==> src/rtl/mac_seq_pkg.sv <==
// Shared types and default sizes for the MAC dot-product sequencer.
package mac_seq_pkg;

  localparam int DEF_DATA_W = 16;
  localparam int DEF_ACC_W  = 32;
  localparam int DEF_LEN_W  = 8;

  localparam logic [DEF_ACC_W-1:0] ACC_MAX = '1;

  typedef enum logic [1:0] {
    IDLE  = 2'd0,
    LOAD  = 2'd1,
    DRAIN = 2'd2,
    HOLD  = 2'd3
  } seq_state_e;

endpackage

==> src/rtl/mac_acc_stage.sv <==
// Product register plus accumulator with sticky carry-out flag.
// Build with MAC_SEQ_SATURATE_EN to clamp the accumulator on carry-out instead of wrapping.
module mac_acc_stage
  import mac_seq_pkg::*;
#(
  parameter int DATA_W = DEF_DATA_W,
  parameter int ACC_W  = DEF_ACC_W
) (
  input  logic              clk,
  input  logic              rst,
  input  logic              clr,
  input  logic              in_fire,
  input  logic [DATA_W-1:0] a,
  input  logic [DATA_W-1:0] b,
  output logic [ACC_W-1:0]  acc,
  output logic              ovf,
  output logic              pipe_empty
);

  localparam int ProdW = 2 * DATA_W;
  localparam int SumW  = ACC_W + 1;

  logic [ProdW-1:0] prod_q;
  logic             prod_v_q;
  logic [ACC_W-1:0] acc_q, acc_d;
  logic             ovf_q, ovf_d;
  logic [SumW-1:0]  sum;

  // NOTE: every variable gets a default at the top of always_comb so no path can infer a latch.
  always_comb begin
    sum   = {1'b0, acc_q} + SumW'(prod_q);
    acc_d = sum[ACC_W-1:0];
    ovf_d = ovf_q | sum[ACC_W];
`ifdef MAC_SEQ_SATURATE_EN
    // Once saturated the accumulator stays pinned until the next clear.
    if (ovf_d) acc_d = '1;
`endif
  end

  // NOTE: sequential state uses non-blocking assignments so all registers update from pre-edge values.
  always_ff @(posedge clk or posedge rst) begin
    if (rst) begin
      prod_q   <= '0;
      prod_v_q <= 1'b0;
      acc_q    <= '0;
      ovf_q    <= 1'b0;
    end else if (clr) begin
      prod_v_q <= 1'b0;
      acc_q    <= '0;
      ovf_q    <= 1'b0;
    end else begin
      prod_v_q <= in_fire;
      if (in_fire) prod_q <= ProdW'(a) * ProdW'(b);
      if (prod_v_q) begin
        acc_q <= acc_d;
        ovf_q <= ovf_d;
      end
    end
  end

  assign acc        = acc_q;
  assign ovf        = ovf_q;
  assign pipe_empty = ~prod_v_q;

endmodule

==> src/rtl/mac_dot_sequencer.sv <==
// Clear/run/drain/hold sequencer for an unsigned multiply-accumulate dot product.
// MAC_SEQ_SATURATE_EN (in mac_acc_stage) selects saturating instead of wrapping accumulation.
module mac_dot_sequencer
  import mac_seq_pkg::*;
#(
  parameter int DATA_W = DEF_DATA_W,
  parameter int ACC_W  = DEF_ACC_W,
  parameter int LEN_W  = DEF_LEN_W
) (
  input  logic              clk,
  input  logic              rst,
  input  logic              start,
  input  logic [LEN_W-1:0]  len,
  input  logic              in_valid,
  output logic              in_ready,
  input  logic [DATA_W-1:0] a,
  input  logic [DATA_W-1:0] b,
  output logic              res_valid,
  input  logic              res_ready,
  output logic [ACC_W-1:0]  res_data,
  output logic              res_ovf,
  output logic              busy
);

  seq_state_e       state_q;
  logic [LEN_W-1:0] rem_q;
  logic             in_ready_q;
  logic             res_valid_q;
  logic             busy_q;

  logic             clr;
  logic             in_fire;
  logic             pipe_empty;
  logic [ACC_W-1:0] acc;
  logic             ovf;

  assign clr     = (state_q == IDLE) && start;
  assign in_fire = in_valid && in_ready_q;

  mac_acc_stage #(
    .DATA_W (DATA_W),
    .ACC_W  (ACC_W)
  ) u_acc (
    .clk        (clk),
    .rst        (rst),
    .clr        (clr),
    .in_fire    (in_fire),
    .a          (a),
    .b          (b),
    .acc        (acc),
    .ovf        (ovf),
    .pipe_empty (pipe_empty)
  );

  always_ff @(posedge clk or posedge rst) begin
    if (rst) begin
      state_q     <= IDLE;
      rem_q       <= '0;
      in_ready_q  <= 1'b0;
      res_valid_q <= 1'b0;
      busy_q      <= 1'b0;
    end else begin
      case (state_q)
        IDLE: begin
          if (start) begin
            busy_q <= 1'b1;
            if (len != '0) begin
              state_q    <= LOAD;
              rem_q      <= len;
              in_ready_q <= 1'b1;
            end else begin
              state_q     <= HOLD;
              res_valid_q <= 1'b1;
            end
          end
        end
        LOAD: begin
          if (in_fire) begin
            rem_q <= rem_q - LEN_W'(1);
            if (rem_q == LEN_W'(1)) begin
              state_q    <= DRAIN;
              in_ready_q <= 1'b0;
            end
          end
        end
        // The last product still sits in stage 1 on entry; wait for it to land in acc.
        DRAIN: begin
          if (pipe_empty) begin
            state_q     <= HOLD;
            res_valid_q <= 1'b1;
          end
        end
        HOLD: begin
          if (res_ready) begin
            state_q     <= IDLE;
            res_valid_q <= 1'b0;
            busy_q      <= 1'b0;
          end
        end
        default: begin
          state_q     <= IDLE;
          in_ready_q  <= 1'b0;
          res_valid_q <= 1'b0;
          busy_q      <= 1'b0;
        end
      endcase
    end
  end

  // acc only moves between a start and the following HOLD, so it doubles as the held result.
  assign in_ready  = in_ready_q;
  assign res_valid = res_valid_q;
  assign res_data  = acc;
  assign res_ovf   = ovf;
  assign busy      = busy_q;

endmodule

==> config.mk <==
export PLATFORM = sky130hd
export DESIGN_NAME = mac_dot_sequencer
export DESIGN_NICKNAME = d
export VERILOG_FILES = /design/src/rtl/mac_seq_pkg.sv /design/src/rtl/mac_acc_stage.sv /design/src/rtl/mac_dot_sequencer.sv
export SDC_FILE = /design/constraint.sdc
export NUM_CORES = 1
export LEC_CHECK = 0
export ABC_CLOCK_PERIOD_IN_PS = 2750
export CAP_MARGIN = 15
export CORE_MARGIN = 4
export CORE_UTILIZATION = 28
export CTS_CLUSTER_DIAMETER = 30
export DETAILED_ROUTE_END_ITERATION = 8
export GPL_ROUTABILITY_DRIVEN = 0
export SYNTH_ARGS = -nofsm -noshare
export SYNTH_HDL_FRONTEND = slang
export SYNTH_SLANG_ARGS = --single-unit
==> constraint.sdc <==
create_clock -name clk -period 2.75 [get_ports clk]
set_input_delay 0.55 -clock clk [delete_from_list [all_inputs] [get_ports clk]]
set_output_delay 0.55 -clock clk [all_outputs]
set_load 0.02 [all_outputs]
Word-level counts from Yosys, hierarchy flattened:

Index checks and enable logic that the tools add are counted.

* word-level logic and storage cells: 67
* bits of input ports: 45
* flip-flop bits (word level): 79

* multiply operators: 1
* reduce and logical (&&, ||, !) cells: 14
* bitwise gates (word level): 2
* add/subtract/negate cells: 2
* muxes and demuxes: 28
* equality and inequality tests: 11

Operators by type and width (number)
* $mux W32: 2
* $add A32 B32 Y33: 1
* $mul A16 B16 Y32: 1
* $mux W8: 3
* $pmux W8 S2: 1
* $reduce_and A5 Y1: 3
* $mux W1: 12
* $mux W2: 6
* $ne A2 B2 Y1 const B: 5
* $eq A8 B1 Y1 const B: 1
* $pmux W2 S4: 1
* $reduce_bool A8 Y1: 1
* $sub A8 B1 Y8 const B: 1
* $reduce_bool A2 Y1: 3
* $eq A2 B2 Y1 const B: 2
* $ne A2 B1 Y1 const B: 2
* $pmux W1 S2: 2
* $reduce_and A4 Y1: 1
* $pmux W1 S3: 1
* $reduce_and A3 Y1: 1
* $reduce_bool A3 Y1: 1
* $eq A2 B1 Y1 const B: 1
* $logic_and A1 B1 Y1: 2
* $logic_not A2 Y1: 1
* 3 further kinds: 3

Logic depth before layout (Yosys ltp):

Gate-level depths: netlist of run 1.

* word-level depth: 4
* mapped depth: 24

Modules after synthesis:

From an unflattened synthesis of run 1, not the netlist that was laid out.

* cells, all modules: 1532
* area total of the unflattened synthesis: 13444.1 um^2

By module, submodules not included
* mac_acc_stage: instances 1, area each 12485.7 um^2, cells each 1421
* mac_dot_sequencer: instances 1, area each 958.4 um^2, cells each 111

Worst setup path after synthesis of run 1:

No wires, ideal clock.

* kind: input to register
* from: input b[1]
* to: register u_acc.prod_q[28]
* path buffers: 1
* library setup time: 0.137 ns
* required time: 2.613 ns
* cell stages on the path: 21
* path slack: -3.383 ns
* arrival: 5.995 ns
* cells stage by stage: clkbuf_1 nand2_1 fa_1 fa_1 fa_1 fa_1 inv_1 fa_1 inv_1 fa_1 inv_1 ha_1 nand3_1 a21oi_1 or3_1 a21oi_1 nor3b_1 a2111o_1 a221oi_1 xor2_1 o21ai_0

* cells in the longest elaborated chain, start to end: 1

RTL lines
* start: declaration: RTL line mac_dot_sequencer.sv:17 `input logic [DATA_W-1:0] b,`
* $mul A16 B16 Y32: RTL line mac_acc_stage.sv:53 `if (in_fire) prod_q <= ProdW'(a) * ProdW'(b);`
* end signal: assignment: RTL line mac_acc_stage.sv:53
* end: declaration: RTL line mac_acc_stage.sv:23 `logic [ProdW-1:0] prod_q;`

No other way between the ends.
A chain may end at the register's enable or synchronous reset.

Worst setup path after layout of run 1:

* from: input b[4]
* to: register u_acc.prod_q[27]

The elaborated chain is that of the path after synthesis.

==> summary.md, run 1 <==
| Metric | Value |
|---|---|
| RSZ-0062 raised after global routing | `yes` |
| Post-synth EDFFs | `0` |
| DR pass1 iterations | `7` |
| First-pass GRT wire length | `61890 um` |
| Clock buffer depth | `2` |
| CTS tree | `yes` |
| Root buffer cell | `clkbuf_16` |
| Post-synth top flop | `dfrtp_1` |
| Via-to-Cell Ratio | `4.684` |
| Antenna Cells | `0` |
| Worst-Margin Slew | `1.038 ns` |
| Worst relative slew slack | `30.83%` |
| Flops & latches, synth | `79` |
| Most common cell after layout, fill and taps aside | `buf_4` |
| R2R cell count | `13` |
| Placed Cells | `2383` |
| Fmax | `171.6 MHz` |
| Die height | `226.8 um` |
| Synth Instances | `1537` |
| Initial Utilization | `28.54%` |
| Hold WC Path Type | `in -> async` |
| Post-route insts no fill | `2466` |
| CTS H-tree lvls | `3` |
| Die area | `51420 um^2` |
| Startpoint type of the worst setup path | `input port` |
| CTS Hold Buffers Added | `0` |
| Vias in the first global route | `12071` |
| Final WS setup | `-3.077 ns` |
| Sum Neg Setup Slack | `-66.97 ns` |
| Clock latency at the later pin of the worst-skew pair | `0.34 ns` |
| Synth cell types | `59` |
| Final hold vios | `0` |
| Drt total wl | `37880 um` |
| WP data arrival | `6.06 ns` |
| Share of the yosys chip area belonging to registers | `14.75%` |
| Initial antenna violation count | `0` |
| WL/cell | `15.36 um` |
| Crit-path max FO | `5` |
| Clock skew | `0.006772 ns` |
| Synth Area per Inst | `8.718 um^2` |
| Mapped Area | `13400 um^2` |
| Num CTS Buffers | `9` |
| Reg clk slew, reported paths | `0.06 ns` |
| Slew Viols, Final | `0` |
| Async S/R FF share, synth | `100.0%` |
| Outcome | `finished with violations` |
| Post-synthesis net count | `1920` |
| Largest net degree at the start of global routing | `67` |
| Gr ovfl total | `0` |
| Yosys warnings | `0` |
| Min Tclk post-route | `5.827 ns` |
| Fin area | `18680 um^2` |
| Port bufs | `80` |
| Crit Reg-Reg Startpoint | `u_acc.prod_q[0]$_DFFE_PP0P_` |
| Placed inst area | `16760 um^2` |
| # setup viols final | `28` |
| DP HPWL | `30560 um` |
| Failing checks | `setup timing` |
| Setup crit end kind | `flip-flop` |
| Tot GR Track Use | `14.71%` |
| Maximum Capacitance Violations | `0` |
| Core area | `46950 um^2` |
| CP Data Required Time | `2.98 ns` |
| Critical setup path kind | `in -> reg` |
| DRT iter0 DRCs | `562` |
| Number of remaining DRC errors | `0` |
| Worst setup path startpoint | `b[4]` |
| Period Utilization, post-route | `211.9%` |
| Final ANT Viol Nets | `0` |
| Cell Rows | `79` |
| Nets | `2237` |
| Vias after detailed routing | `11550` |
| Area grow syn2layout | `39.39%` |
| Sink Count | `79` |
| Io pins | `81` |
| Layout cells sized above 1 | `30.12%` |
| Most frequent cells in the layout | `217 x buf_4, 211 x inv_1, 204 x nand2_1, 175 x fa_1, 108 x ha_1` |
| Chip Width | `226.8 um` |
## critical path, cell delays in order
cell and delay (ns):
buf_8 0.11, buf_8 0.13, and2_4 0.16, fa_1 0.53, inv_1 0.05, fa_1 0.49, inv_2 0.04, fa_1 0.50
fa_1 0.52, fa_1 0.53, inv_2 0.04, fa_1 0.51, inv_2 0.05, ha_4 0.21, a21o_1 0.16, a21o_1 0.19
a21oi_2 0.15, buf_4 0.14, o221ai_4 0.10, a221oi_4 0.32, buf_4 0.18, nor4b_2 0.04, nor2_1 0.10, xor2_1 0.17
o21ai_1 0.08
## per-layer routing
layer,GRT usage (%),share of wire (%),vias up
li1,-,-,5559
met1,20.42,46,5719
met2,25.10,48,233
met3,1.761,4.1,39
met4,2.474,1.2,0
met5,0,0,-
## path summary, 6_finish.rpt
| path | end | slack [ns] |
|---|---|---|
| worst max-delay path | u_acc.prod_q[27]$_DFFE_PP0P_ | -3.08 |
| worst min-delay path | rem_q[7]$_DFFE_PP0P_ | 0.46 |
| worst max register to register | u_acc.acc[20]$_DFFE_PP0P_ | 0.03 |
| worst min register to register | res_valid$_DFFE_PP0P_ | 0.49 |
| max in group asynchronous | u_acc.prod_v_q$_DFF_PP0_ | 1.62 |
| min in group clk | res_valid$_DFFE_PP0P_ | 0.49 |
## cell families after synthesis
logic type | synth area share (%)
AO/OA/AOI/OAI | 11.22
XOR/XNOR | 2.615
adder cells (fa/ha/maj) | 42.49
buffers and inverters | 8.656
flip-flops | 14.75
multiplexers | 1.569
AND/OR/NAND/NOR | 18.70
## registers in the layout (all words and copies together) (netlist names)
signal / flops
u_acc.acc: 32
u_acc.prod_q: 32
rem_q: 8
state_q: 2
busy: 1
in_ready: 1
res_valid: 1
u_acc.ovf: 1
u_acc.prod_v_q: 1
## synthesized netlist by cell type, types with 12 or more instances
| cell type | number | area (um^2) |
|---|---|---|
| a21o_1 | 31 | 232.7 |
| a21oi_1 | 64 | 320.3 |
| and2_1 | 131 | 819.5 |
| and3_1 | 12 | 75.07 |
| clkbuf_1 | 57 | 214.0 |
| dfrtp_1 | 79 | 1977 |
| fa_1 | 195 | 3904 |
| ha_1 | 143 | 1789 |
| inv_1 | 251 | 942.2 |
| mux2i_1 | 21 | 210.2 |
| nand2_1 | 225 | 844.6 |
| nand3_1 | 24 | 120.1 |
| nor2_1 | 55 | 206.5 |
| nor3_1 | 15 | 75.07 |
| o21ai_0 | 64 | 320.3 |
| xnor2_1 | 24 | 210.2 |
| xor2_1 | 16 | 140.1 |
## layout make-up
cell class                      instances  area [um^2]
Clock buffer                            9        225.2
Timing Repair Buffer                  364         3317
Fill cell                            4585        28270
Inverter                              251        945.9
Multi-Input combinational cell       1149        11380
Clock inverter                          7        72.57
Tap cell                              607        759.5
Sequential cell                        79         1978
## what timing repair did
action / 4_1_cts / 5_1_grt
pin swaps: 160 / 116
buffers inserted: 54 / 20
setup endpoints to repair: 36 / 43
resized for setup: 306 / 115
hold endpoints to repair: 0 / 0
gates cloned: 3 / 0
## per-stage QoR
step,worst slack (ns),hold WS (ns),util (%)
floorplan,-3.065,0.4428,-
global placement,-3.848,0.4783,35.71
detailed placement,-3.918,0.4859,35.71
CTS,-3.130,0.4564,38.74
global route,-3.263,0.4860,39.78
finish,-3.077,0.4619,39.78
Power of run 1 is left out: the tool's default activity adds up to more than one toggle a clock period on the data nets, which glitch-free logic cannot reach.
==> run 2: changes to the inputs <==
--- a/config.mk
+++ b/config.mk
@@ -7,6 +7,7 @@
 export LEC_CHECK = 0
 export ABC_CLOCK_PERIOD_IN_PS = 2750
 export CAP_MARGIN = 15
+export CORE_ASPECT_RATIO = 2
 export CORE_MARGIN = 4
 export CORE_UTILIZATION = 28
 export CTS_CLUSTER_DIAMETER = 30
==> summary.md, run 2 (same netlist as run 1, synthesis figures left out) <==
| Metric | Value |
|---|---|
| Outcome | `finished with violations` |
| Failing checks | `setup timing` |
| Reg clk slew, reported paths | `0.07 ns (about the same)` |
| WP data arrival | `6.01 ns (-0.05 ns)` |
| Vias in the first global route | `12974 (+7.5%)` |
| Worst path buffer plus inverter count | `6 (-2)` |
| Most frequent cells in the layout | `229 x buf_4, 213 x inv_1, 209 x nand2_1, 177 x fa_1, 111 x and2_1` |
| Largest net degree at the start of global routing | `80 (+19%)` |
| Startpoint type of the worst setup path | `input port` |
| Fmax | `173.5 MHz (+1.1%)` |
| Initial antenna violation count | `0 (unchanged)` |
| Layout filler cell count | `4739 (+3.4%)` |
| Root buffer cell | `clkbuf_16` |
| Clock buffer depth | `2 (unchanged)` |
| DR pass1 iterations | `5 (-2)` |
| Cell Rows | `113 (+43%)` |
| Die area | `51630 um^2 (+0.41%)` |
| Worst-Margin Slew | `1.065 ns (+0.02754 ns)` |
| WL/cell | `15.74 um (+2.5%)` |
| Tot GR Track Use | `15.59% (+0.88 points)` |
| Nets | `2235 (-0.089%)` |
| Gr ovfl total | `0 (unchanged)` |
| Port bufs | `80 (unchanged)` |
| Worst relative slew slack | `28.99% (-1.8 points)` |
| R2R cell count | `10 (-3)` |
| Num CTS Buffers | `9 (unchanged)` |
| CTS Hold Buffers Added | `0 (unchanged)` |
| Initial Utilization | `28.29% (-0.25 points)` |
| CP dominant cell by count | `inv_2` |
| Core area | `47360 um^2 (+0.88%)` |
| Sink Count | `79 (unchanged)` |
| Io pins | `81 (unchanged)` |
| RSZ-0062 raised after global routing | `yes` |
| DRT iter0 DRCs | `402 (-28%)` |
| DP HPWL | `32830 um (+7.4%)` |
| Die height | `317.4 um (+40%)` |
| Vias after detailed routing | `11669 (+1.0%)` |
| Layout cells sized above 1 | `28.59% (-1.5 points)` |
| First-pass GRT wire length | `64690 um (+4.5%)` |
| Chip Width | `162.7 um (-28%)` |
| Post-route insts no fill | `2489 (+0.93%)` |
| Antenna Cells | `0 (unchanged)` |
| CP Data Required Time | `3.00 ns (+0.02 ns)` |
| Slowest stage cell, crit path | `fa_1` |
| Critical setup path kind | `in -> reg` |
| Drt total wl | `39170 um (+3.4%)` |
| Maximum Capacitance Violations | `0 (unchanged)` |
| Critical path depth | `23 (-8.0%)` |
| Hold WC Path Type | `reg -> reg` |
| Worst hold path depth | `2` |
| Placed Cells | `2417 (+1.4%)` |
| Register area | `1978 um^2 (unchanged)` |
| # setup viols final | `28 (unchanged)` |
| Most common cell after layout, fill and taps aside | `buf_4` |
| Number of remaining DRC errors | `0 (unchanged)` |
| CTS H-tree lvls | `3 (unchanged)` |
| Setup crit end kind | `flip-flop` |
| Clock latency at the later pin of the worst-skew pair | `0.37 ns (+0.03 ns)` |
| Crit-path max FO | `4 (-1)` |
| Period Utilization, post-route | `209.6% (-2.2 points)` |
| Min Tclk post-route | `5.765 ns (-0.06155 ns)` |
| Clock skew | `0.01050 ns (+0.003729 ns)` |
| Slew Viols, Final | `0 (unchanged)` |
| Sequence of cells on the critical path | `buf_8 > buf_6 > and2_4 > fa_1 > inv_2 > fa_2 > fa_2 > inv_2 > fa_2 > fa_1 > inv_2 > fa_1 > inv_2 > ha_4 > nor3_4 > a21boi_4 > a211oi_2 > o311a_1 > a221oi_4 > nor2_2 > o31ai_2 > and3_1 > o31ai_2` |
| Area grow syn2layout | `38.04%` |
| Final WS setup | `-3.015 ns (+0.06155 ns)` |
| Multi-input logic area | `11300 um^2 (-0.69%)` |
| CTS tree | `yes` |
| Via-to-Cell Ratio | `4.688 (about the same)` |
| Max incr delay on CP | `0.54 ns (about the same)` |
| Critical path's top delay family | `adder cells` |
| Final ANT Viol Nets | `0 (unchanged)` |
| Final hold vios | `0 (unchanged)` |
==> run 2: per-stage QoR <==
stage | utilization (%) | setup WS, ns | cell area [um^2] | setup TNS (ns) | hold slack (ns)
after floorplan | - | -3.065 | 13810 | -63.48 | 0.4428
after global placement | 35.63 | -3.850 | 16880 | -88.27 | 0.4719
after detailed placement | 35.63 | -3.915 | 16880 | -90.02 | 0.4794
after CTS | 37.93 | -3.167 | 17960 | -67.05 | 0.4970
after global routing | 39.05 | -3.202 | 18500 | -71.48 | 0.5248
final | 39.05 | -3.015 | 18500 | -66.97 | 0.4923
==> run 2: worst reg2reg max path, delay by kind of cell (launching register included) <==
family          cells  cell delay (ns)
simple gates        3             0.62
fa+ha+maj           1             0.32
flops               1             0.42
compound gates      6             1.30
==> run 2: worst paths after layout <==
kind	startpoint	end	slack [ns]
max in group asynchronous	rst	u_acc.prod_v_q$_DFF_PP0_	1.81
max reg2reg	u_acc.prod_q[10]$_DFFE_PP0P_	u_acc.acc[31]$_DFFE_PP0P_	0.03
min in group asynchronous	rst	u_acc.acc[19]$_DFFE_PP0P_	0.60
min reg2reg	u_acc.prod_q[25]$_DFFE_PP0P_	u_acc.prod_q[25]$_DFFE_PP0P_	0.49
max	a[7]	u_acc.prod_q[31]$_DFFE_PP0P_	-3.02
min	u_acc.prod_q[25]$_DFFE_PP0P_	u_acc.prod_q[25]$_DFFE_PP0P_	0.49
==> run 2: what timing repair did <==
item | in CTS | in global routing
buffers inserted | 40 | 20
setup endpoints to repair | 38 | 41
gates resized for setup | 228 | 125
pin swaps | 122 | 125
hold endpoints to repair | 0 | 0
==> run 2: final cells by class <==
class                   count  share of cell area (%)
clock buffers               9                   1.218
clock inverters             7                  0.4059
inverters                 251                   5.100
multi-input cells        1149                   61.09
flip-flops and latches     79                   10.69
well taps                 632                   4.275
repair buffers            362                   17.22
==> run 2: metal layers <==
metal	up-vias	share of wire, %	global-route usage, %
li1	5550	-	-
met1	5760	35	15.57
met2	250	58	31.93
met3	109	2.6	1.323
met4	0	4.1	6.716
met5	-	0	0
Power of run 2 is left out for the same reason.
